===== config.mk =====
export PLATFORM = sky130hd
export DESIGN_NAME = fetch_controller
export DESIGN_NICKNAME = d
export VERILOG_FILES = /design/src/rtl/toyrisc_pkg.sv /design/src/rtl/fetch_fifo.sv /design/src/rtl/fetch_controller.sv
export SDC_FILE = /design/constraint.sdc
export NUM_CORES = 1
export LEC_CHECK = 0
export BUFFER_PORTS_ARGS = -buffer_cell sky130_fd_sc_hd__buf_4
export CAP_MARGIN = 15
export CORE_MARGIN = 1
export CORE_UTILIZATION = 30
export CTS_BUF_LIST = sky130_fd_sc_hd__clkbuf_4 sky130_fd_sc_hd__clkbuf_8
export DETAILED_ROUTE_END_ITERATION = 6
export PLACE_DENSITY_LB_ADDON = 0.3
export REMOVE_ABC_BUFFERS = 1
export SYNTH_ARGS = -nofsm -noshare
export SYNTH_HDL_FRONTEND = slang
export SYNTH_SLANG_ARGS = --single-unit

===== constraint.sdc =====
create_clock -name clock -period 4.5 [get_ports clock]
set_clock_uncertainty 0.1 [all_clocks]
set_input_delay 0.225 -clock clock [delete_from_list [all_inputs] [get_ports clock]]
set_output_delay 0.225 -clock clock [all_outputs]
set_load 0.02 [all_outputs]

===== src/rtl/toyrisc_pkg.sv =====
// Shared ToyRISC front-end definitions (fetch today, decode next).
package toyrisc_pkg;
  localparam int ADDR_W  = 16;
  localparam int INSTR_W = 32;
  localparam logic [ADDR_W-1:0] RESET_PC = 16'h0000;

  // One fetched word together with the address it was read from.
  typedef struct packed {
    logic [INSTR_W-1:0] instr;
    logic [ADDR_W-1:0]  pc;
  } fetch_entry;
endpackage


===== src/rtl/fetch_fifo.sv =====
// DEPTH-entry synchronous FIFO for fetched words. Reset beats flush; the head
// reads as all-zero whenever the FIFO is empty so decode never sees stale data.
module fetch_fifo
  import toyrisc_pkg::*;
#(
  parameter int  DEPTH = 2,
  parameter type T     = fetch_entry,
  localparam int CW    = $clog2(DEPTH + 1)
) (
  input  logic          clock,
  input  logic          reset,
  input  logic          push,
  input  T              push_data,
  input  logic          pop,
  input  logic          flush,
  output T              head,
  output logic          head_valid,
  output logic [CW-1:0] count
);
  localparam int PW = (DEPTH > 1) ? $clog2(DEPTH) : 1;

  T              r_mem [DEPTH];
  logic [PW-1:0] r_rd;
  logic [PW-1:0] r_wr;
  logic [CW-1:0] r_count;

  // Pointers wrap at DEPTH, which need not be a power of two.
  function automatic logic [PW-1:0] ptr_next(input logic [PW-1:0] p);
    return (p == PW'(DEPTH - 1)) ? '0 : p + PW'(1);
  endfunction

  // Pointer and occupancy bookkeeping; flush drops everything, including a
  // same-cycle push.
  always_ff @(posedge clock) begin
    if (reset || flush) begin
      r_rd    <= '0;
      r_wr    <= '0;
      r_count <= '0;
    end else begin
      if (push) r_wr <= ptr_next(r_wr);
      if (pop)  r_rd <= ptr_next(r_rd);
      case ({push, pop})
        2'b10:   r_count <= r_count + CW'(1);
        2'b01:   r_count <= r_count - CW'(1);
        default: r_count <= r_count;
      endcase
    end
  end

  // Storage array, kept out of reset so it maps onto plain registers/RAM.
  always_ff @(posedge clock) begin
    if (!reset && !flush && push) r_mem[r_wr] <= push_data;
  end

  assign head_valid = (r_count != '0);
  assign head       = head_valid ? r_mem[r_rd] : '0;
  assign count      = r_count;

  // The fetch issue rule reserves space for every in-flight word.
  a_no_overflow: assert property (@(posedge clock) disable iff (reset)
    (push && !pop && !flush) |-> (r_count != CW'(DEPTH)));
  a_no_underflow: assert property (@(posedge clock) disable iff (reset)
    (pop && !flush) |-> (r_count != '0));
endmodule


===== src/rtl/fetch_controller.sv =====
// Instruction-fetch sequencer: owns the PC, hides the program memory's
// one-cycle read latency behind a small FIFO, and flushes on redirect.
module fetch_controller #(
  parameter int                ADDR_W   = toyrisc_pkg::ADDR_W,
  parameter int                INSTR_W  = toyrisc_pkg::INSTR_W,
  parameter logic [ADDR_W-1:0] RESET_PC = toyrisc_pkg::RESET_PC,
  parameter int                DEPTH    = 2
) (
  input  logic               clock,
  input  logic               reset,
  input  logic               run,
  output logic [ADDR_W-1:0]  instr_addr,
  input  logic [INSTR_W-1:0] instruction,
  input  logic               redirect_valid,
  input  logic [ADDR_W-1:0]  redirect_target,
  output logic               out_valid,
  output logic [INSTR_W-1:0] out_instr,
  output logic [ADDR_W-1:0]  out_pc,
  input  logic               out_ready
);
  localparam int CW = $clog2(DEPTH + 1);
  localparam int OW = CW + 1;

  typedef struct packed {
    logic [INSTR_W-1:0] instr;
    logic [ADDR_W-1:0]  pc;
  } entry_t;

  logic [ADDR_W-1:0] r_pc;
  logic              r_inflight;
  logic [ADDR_W-1:0] r_inflight_pc;

  logic              w_pop;
  logic              w_push;
  logic              w_issue;
  logic [OW-1:0]     w_occ;
  logic [CW-1:0]     w_count;
  logic              w_head_valid;
  entry_t            w_head;
  entry_t            w_push_data;

  // Issue only if the FIFO can still hold every word already committed to it
  // (buffered + in flight), after accounting for this cycle's pop.
  always_comb begin
    w_pop   = w_head_valid & out_ready;
    w_push  = r_inflight & ~redirect_valid & ~reset;
    w_occ   = OW'(w_count) + OW'(r_inflight) - OW'(w_pop);
    w_issue = run & ~redirect_valid & ~reset & (w_occ < OW'(DEPTH));
    w_push_data.instr = instruction;
    w_push_data.pc    = r_inflight_pc;
  end

  // PC and in-flight tracking; a redirect drops the outstanding read.
  always_ff @(posedge clock) begin
    if (reset) begin
      r_pc          <= RESET_PC;
      r_inflight    <= 1'b0;
      r_inflight_pc <= '0;
    end else if (redirect_valid) begin
      r_pc       <= redirect_target;
      r_inflight <= 1'b0;
    end else begin
      r_inflight <= w_issue;
      if (w_issue) begin
        r_inflight_pc <= r_pc;
        r_pc          <= r_pc + ADDR_W'(1);
      end
    end
  end

  fetch_fifo #(
    .DEPTH (DEPTH),
    .T     (entry_t)
  ) u_fifo (
    .clock      (clock),
    .reset      (reset),
    .push       (w_push),
    .push_data  (w_push_data),
    .pop        (w_pop),
    .flush      (redirect_valid),
    .head       (w_head),
    .head_valid (w_head_valid),
    .count      (w_count)
  );

  assign instr_addr = r_pc;
  assign out_valid  = w_head_valid;
  assign out_instr  = w_head.instr;
  assign out_pc     = w_head.pc;
endmodule


Word-level counts from Yosys, hierarchy flattened
Memory sizes are Yosys's and may differ from the RTL's. A register that Yosys moved wholly into a read port is not among the register bits.
Index checks and enable logic that the tools add are counted.
W data, S select, Z words.
{"block": "totals", "ff_bits": 37, "ramBits": 96, "inputBits": 53, "out_inout_bits": 65, "wordCells": 45, "n_memories": 1}
{"memory": "u_fifo.r_mem", "words": 2, "width": 48, "rd": 1, "rd_ports_with_merged_regs": 1, "wr": 1, "line_no": "fetch_fifo.sv:22", "text": "T r_mem [DEPTH];"}
{"block": "classes", "n_addsub": 7, "order_cmp": 1, "n_eq_ne": 2, "n_mux": 10, "bitwise_logic": 8, "reduce_logical": 10}
{"operator": "$mux W48", "n": 1}
{"operator": "$mux W16", "n": 2}
{"operator": "$add A16 B1 Y16 const B", "n": 1}
{"operator": "$and A1 B1 Y1", "n": 6}
{"operator": "$mux W1", "n": 6}
{"operator": "$reduce_bool A2 Y1", "n": 3}
{"operator": "$pmux W2 S2", "n": 1}
{"operator": "$add A2 B1 Y3", "n": 1}
{"operator": "$lt A3 B2 Y1 const B", "n": 1}
{"operator": "$sub A3 B1 Y3", "n": 1}
{"operator": "$add A1 B1 Y1 const B", "n": 2}
{"operator": "$add A2 B1 Y2 const B", "n": 1}
{"operator": "$eq A2 B1 Y1 const B", "n": 1}
{"operator": "$eq A2 B2 Y1 const B", "n": 1}
{"operator": "$logic_and A1 B1 Y1", "n": 2}
{"operator": "$logic_not A1 Y1", "n": 2}
{"operator": "$not A1 Y1", "n": 2}
{"operator": "$reduce_and A2 Y1", "n": 1}
{"operator": "$reduce_or A2 Y1", "n": 1}
{"operator": "$sub A2 B1 Y2 const B", "n": 1}
{"operator": "$logic_or A1 B1 Y1", "n": 1}

Longest topological paths before layout
{"block": "logic_depth", "ltp_word": 7, "ltp_mapped": 12}

Cells and area by module
A second synthesis with hierarchy kept.
{"block": "hier_totals", "cells_unflattened": 426, "hier_area_um2": 5434.0}
{"mod": "fetch_fifo", "n_inst": 1, "cells_each": 226, "area_per_inst_um2": 3834.9}
{"mod": "fetch_controller", "n_inst": 1, "cells_each": 200, "area_per_inst_um2": 1599.0}

Worst setup path after synthesis
OpenSTA, ideal clock, no wires.
{"block": "synth_path", "kind": "input port to flip-flop", "start": "input redirect_valid", "end": "memory u_fifo.r_mem[0][0] in the netlist's numbering, enable pin", "setup_ns": 0.453, "arrival_ns": 2.607, "path_slack_ns": 1.340, "cell_stages": 4, "path_buffers": 1, "cell_sequence": "clkbuf_1 > nor2_1 > nand2_1 > nor2_1"}
{"block": "synth_between", "elab_chain_cells": 6, "elab_cells_between_ends": 8, "classes_between": "mux (2); bitwise (3); reduce/logical (3)"}
{"element": "from (decl)", "line_no": "fetch_controller.sv:14", "text": "input logic redirect_valid,"}
{"element": "$not A1 Y1 (no source line)"}
{"element": "$and A1 B1 Y1 (2 in series)", "line_no": "fetch_controller.sv:46", "text": "w_push = r_inflight & ~redirect_valid & ~reset;"}
{"element": "$logic_and A1 B1 Y1 (*)", "line_no": "fetch_fifo.sv:52", "text": "if (!reset && !flush && push) r_mem[r_wr] <= push_data;"}
{"element": "$mux W1 (*)", "line_no": "fetch_fifo.sv:52"}
{"element": "$mux W1 (implied by the code) (*)", "line_no": "fetch_fifo.sv:52"}
{"element": "to (decl)", "line_no": "fetch_fifo.sv:22"}
Every way passes the cells marked *; elsewhere a longest branch is shown, timed or not.

Final worst setup path
{"block": "layout_path", "start": "register u_fifo.r_count[1] (netlist: u_fifo.count[1])", "end": "register r_pc[0] (netlist: instr_addr[0])"}
{"block": "layout_between", "elab_chain_cells": 6, "elab_cells_between_ends": 7, "classes_between": "add/sub (2); order compare (1); bitwise (2); reduce/logical (2)"}
{"element": "from (decl)", "line_no": "fetch_fifo.sv:25", "text": "logic [CW-1:0] r_count;"}
{"element": "from (signal assigned)", "line_no": "fetch_fifo.sv:43", "text": "2'b10: r_count <= r_count + CW'(1);"}
{"element": "from (signal assigned)", "line_no": "fetch_fifo.sv:44", "text": "2'b01: r_count <= r_count - CW'(1);"}
{"element": "from (signal assigned)", "line_no": "fetch_fifo.sv:45", "text": "default: r_count <= r_count;"}
{"element": "$reduce_bool A2 Y1", "line_no": "fetch_fifo.sv:55", "text": "assign head_valid = (r_count != '0);"}
{"element": "$and A1 B1 Y1", "line_no": "fetch_controller.sv:45", "text": "w_pop = w_head_valid & out_ready;"}
{"element": "via u_fifo.pop", "line_no": "fetch_fifo.sv:14", "text": "input logic pop,"}
{"element": "$sub A3 B1 Y3", "line_no": "fetch_controller.sv:47", "text": "w_occ = OW'(w_count) + OW'(r_inflight) - OW'(w_pop);"}
{"element": "$lt A3 B2 Y1", "line_no": "fetch_controller.sv:48", "text": "w_issue = run & ~redirect_valid & ~reset & (w_occ < OW'(DEPTH));"}
{"element": "$and A1 B1 Y1", "line_no": "fetch_controller.sv:48"}
{"element": "$reduce_bool A2 Y1 (no source line)"}
{"element": "to (signal assigned)", "line_no": "fetch_controller.sv:60", "text": "r_pc <= redirect_target;"}
{"element": "to (signal assigned)", "line_no": "fetch_controller.sv:66", "text": "r_pc <= r_pc + ADDR_W'(1);"}
{"element": "to (decl)", "line_no": "fetch_controller.sv:29", "text": "logic [ADDR_W-1:0] r_pc;"}
The timed path passes the listed nets, and every way through them passes these cells.
A chain may end at the register's enable or synchronous reset.

==> reports/qor.csv <==
stage,metric,value,unit
sta,max_freq,298,MHz
synth,dominantRegCellSynth,edfxtp_1,
routing,vias_per_cell,4.75,
floorplan,die_w,136,µm
synth,yosysSeqAreaShare,67.2,%
routing,vias,3911,
synth,synth_top_family_by_area,simple AND/OR/NAND/NOR gates,
synth,synth_fa_ha_area_share,1.06,%
final_layout,fin_util,42.1,%
sta,hold_violations,0,
floorplan,die_h,136,µm
setup_path,end_kind,flop,
clocking,clkLatencyLatePin,0.44,ns
synth,synth_area,0.00542,mm²
final_layout,areaGrowthSynthToFinish,35.7,%
placed_design,dp_hpwl,8170,µm
pwr,power.total,2.52,mW
pwr,leakage,2.64,nW
synth,synth_area_per_cell,12.6,µm²
setup_path,slowest_delay,0.51,ns
clocking,clk_pin_slew,0.07,ns
setup_path,crit_chain,nor2_4 -> inv_1 -> and2_1 -> ha_1 -> nand2b_1 -> fa_1 -> and4bb_2 -> nand2_1 -> buf_4 -> inv_1 -> buf_4 -> xnor2_1 -> a211oi_1,
routing,detail_route.first_pass.iterations,4,
sta,post-route-min-period,3.36,ns
routing,wl,12800,µm
setup_path,slowest_stage,dfxtp_1,
setup_path,path_max_fanout,21,
synth,yosys.area.top_type,edfxtp_1,
clocking,htree_levels,4,
clocking,cts_tree,yes,
sta,grt_setup_unrepaired,no,
clocking,cts_sinks,134,
setup_path,setup.worst_path.start_class,flop,
sta,whs,0.0592,ns
synth,ys_top_cells_by_area,"edfxtp_1 53%, dfxtp_1 14%, mux2i_1 9.0%",
global_route,grt_pass1_wl,19800,µm
placed_design,portBuffers,117,
final_layout,layout-drive-gt1-share,26.9,%
final_layout,final_nets,643,
global_route,grt.total_usage,14.5,%
floorplan,start_util,31.0,%
global_route,grt_pass1_vias,3868,
pwr,p_per_area,343,mW/mm²
flow_run,max_cap_violations,0,
floorplan,core,0.0175,mm²
clocking,root_buffer,clkbuf_8,
sta,setup_violations,0,
routing,drt_iter0_drc,207,
setup_path,reg2reg_from,u_fifo.count[1],
routing,antenna_left,0,
final_layout,final_cell_mix,"122 x buf_4, 96 x edfxtp_1, 53 x nor2_1, 49 x mux2i_1, 42 x dlygate4sd3_1",
synth,synth-simple-area-share,12.9,%
setup_path,cp-startpoint,u_fifo.count[1],
synth,ys_seq_elements,134,
sta,slew_viol_final,0,
final_layout,diodes,0,
sta,tightest_slew,0.971,ns
synth,synth_top_area_share,53.2,%
synth,synth-compound-area-share,5.95,%
synth,ys_warn_count,0,
clocking,clockBufferDepth,2,
synth,netlist_instances,429,
global_route,grt_max_degree,49,
floorplan,rows,48,
synth,synth_edf_count,96,
min_path,hold_start,redirect_target[14],
setup_path,worstSetupPathType,flop to flop,
global_route,antenna_found_initial,0,
clocking,postCtsSetupBuffers,0,
pwr,ir_worst_vdd,177,µV
routing,wl_per_cell,15.6,µm
status,status,"complete, no violations",
routing,drcViolationCount,0,
min_path,hold_class,input port to flop,
floorplan,ioPinCount,118,
synth,synth_mux_area_share,9.04,%
placed_design,place_congestion,0.763,
setup_path,cp_data_arrival_time,3.61,ns
synth,synth-xor-area-share,1.29,%
sta,post-route-period-util,74.6,%
synth,async_flop_share,0,%
sta,slew_headroom,35.3,%
setup_path,critPathRequiredTime,4.76,ns
clocking,numCtsBuffers,17,
final_layout,layout_commonest_cell,buf_4,
floorplan,die_area,0.0186,mm²
synth,yosys.cell_types.count,38,
global_route,gr-total-overflow,0,
-- final timing paths --
path,end,slack [ns],depth (start not counted)
setup / recovery,instr_addr[0],1.14,13
hold / removal,instr_addr[14],0.06,4
setup reg to reg,instr_addr[0],1.14,13
hold reg to reg,u_fifo.r_mem[0][4],0.36,0
-- stage by stage --
stage                     TNS [ns]  cells  worst slack (ns)  cell area, µm²
after floorplan             -19.09    403            -0.893            5320
after global placement           0    750              1.29            6540
after detailed placement         0    750              1.18            6540
after CTS                        0    824              1.14            7360
after global routing             0    824             0.824            7360
final                            0    824              1.14            7360
-- Yosys cell counts (2+ instances only) --
cell and count:
edfxtp_1 96, nor2_1 55, mux2i_1 49, nand2_1 40, dfxtp_1 38, a21oi_1 24
clkbuf_1 14, nor3_1 11, and3_1 9, inv_1 9, a31oi_1 8, buf_1 7
nand3_1 7, o211ai_1 6, xnor2_1 6, buf_2 5, o21ai_0 5, nand4_1 4
nor4_1 4, a211oi_1 3, a32oi_1 3, ha_1 3, nand3b_1 3, o311ai_0 3
nand4b_1 2, or4_1 2, xor2_1 2
-- per-layer routing --
| layer | wire length, µm | GRT usage [%] | part of all wire [%] | up-vias |
|---|---|---|---|---|
| met1 | 5680 | 17.1 | 44 | 1885 |
| met5 | 0 | 0 | 0 | - |
| met3 | 675 | 4.10 | 5.3 | 22 |
| met2 | 6240 | 24.4 | 49 | 119 |
| li1 | - | - | - | 1885 |
| met4 | 253 | 6.30 | 2.0 | 0 |
-- state kept, by name, indices dropped and copies added, names as in the netlist, named ones only --
signal	cells
instr_addr	16
u_fifo.r_mem	96
u_fifo.r_wr	1
r_inflight	1
u_fifo.r_rd	1
u_fifo.count	2
r_inflight_pc	16
-- cell families after synthesis --
kind of cell	Yosys count
AOI/OAI and AO/OA	53
adders and majority gates	4
xor gates and xnor gates	8
buffers and inverters	35
muxes	49
DFF	134
and+or+nand+nor	146
-- repair_timing --
item / CTS / global route
setup endpoints to repair: 0 / 0
endpoints found under the hold margin: 74 / 0
hold buffers: 42 / 0
gates resized for setup: 0 / 0
-- cell type report --
class	instances	area [µm²]
Fill cell	1650	10100
Sequential cell	134	3650
Multi-Input combinational cell	260	1660
Timing Repair Buffer	164	1340
Tap cell	225	282
Clock buffer	18	241
Clock inverter	14	160
Inverter	9	33.8
-- worst max-delay path: cells and delay by family, from the launching register on --
kind	cells	cell delay (ns)
AO/OA/AOI/OAI	1	0.24
XOR/XNOR	1	0.10
adder cells (fa/ha/maj)	2	0.75
buffers and inverters	4	0.89
flip-flops	1	0.51
AND/OR/NAND/NOR	5	0.69
-- report_power, final --
| group | internal, mW | leakage, nW | total, mW | switching, mW |
|---|---|---|---|---|
| clock | 0.547 | 0.191 | 1.00 | 0.457 |
| combinational | 0.0857 | 1.24 | 0.162 | 0.0765 |
| sequential | 1.33 | 1.20 | 1.36 | 0.0232 |
No activity file was read; power rests on OpenSTA's default activity.
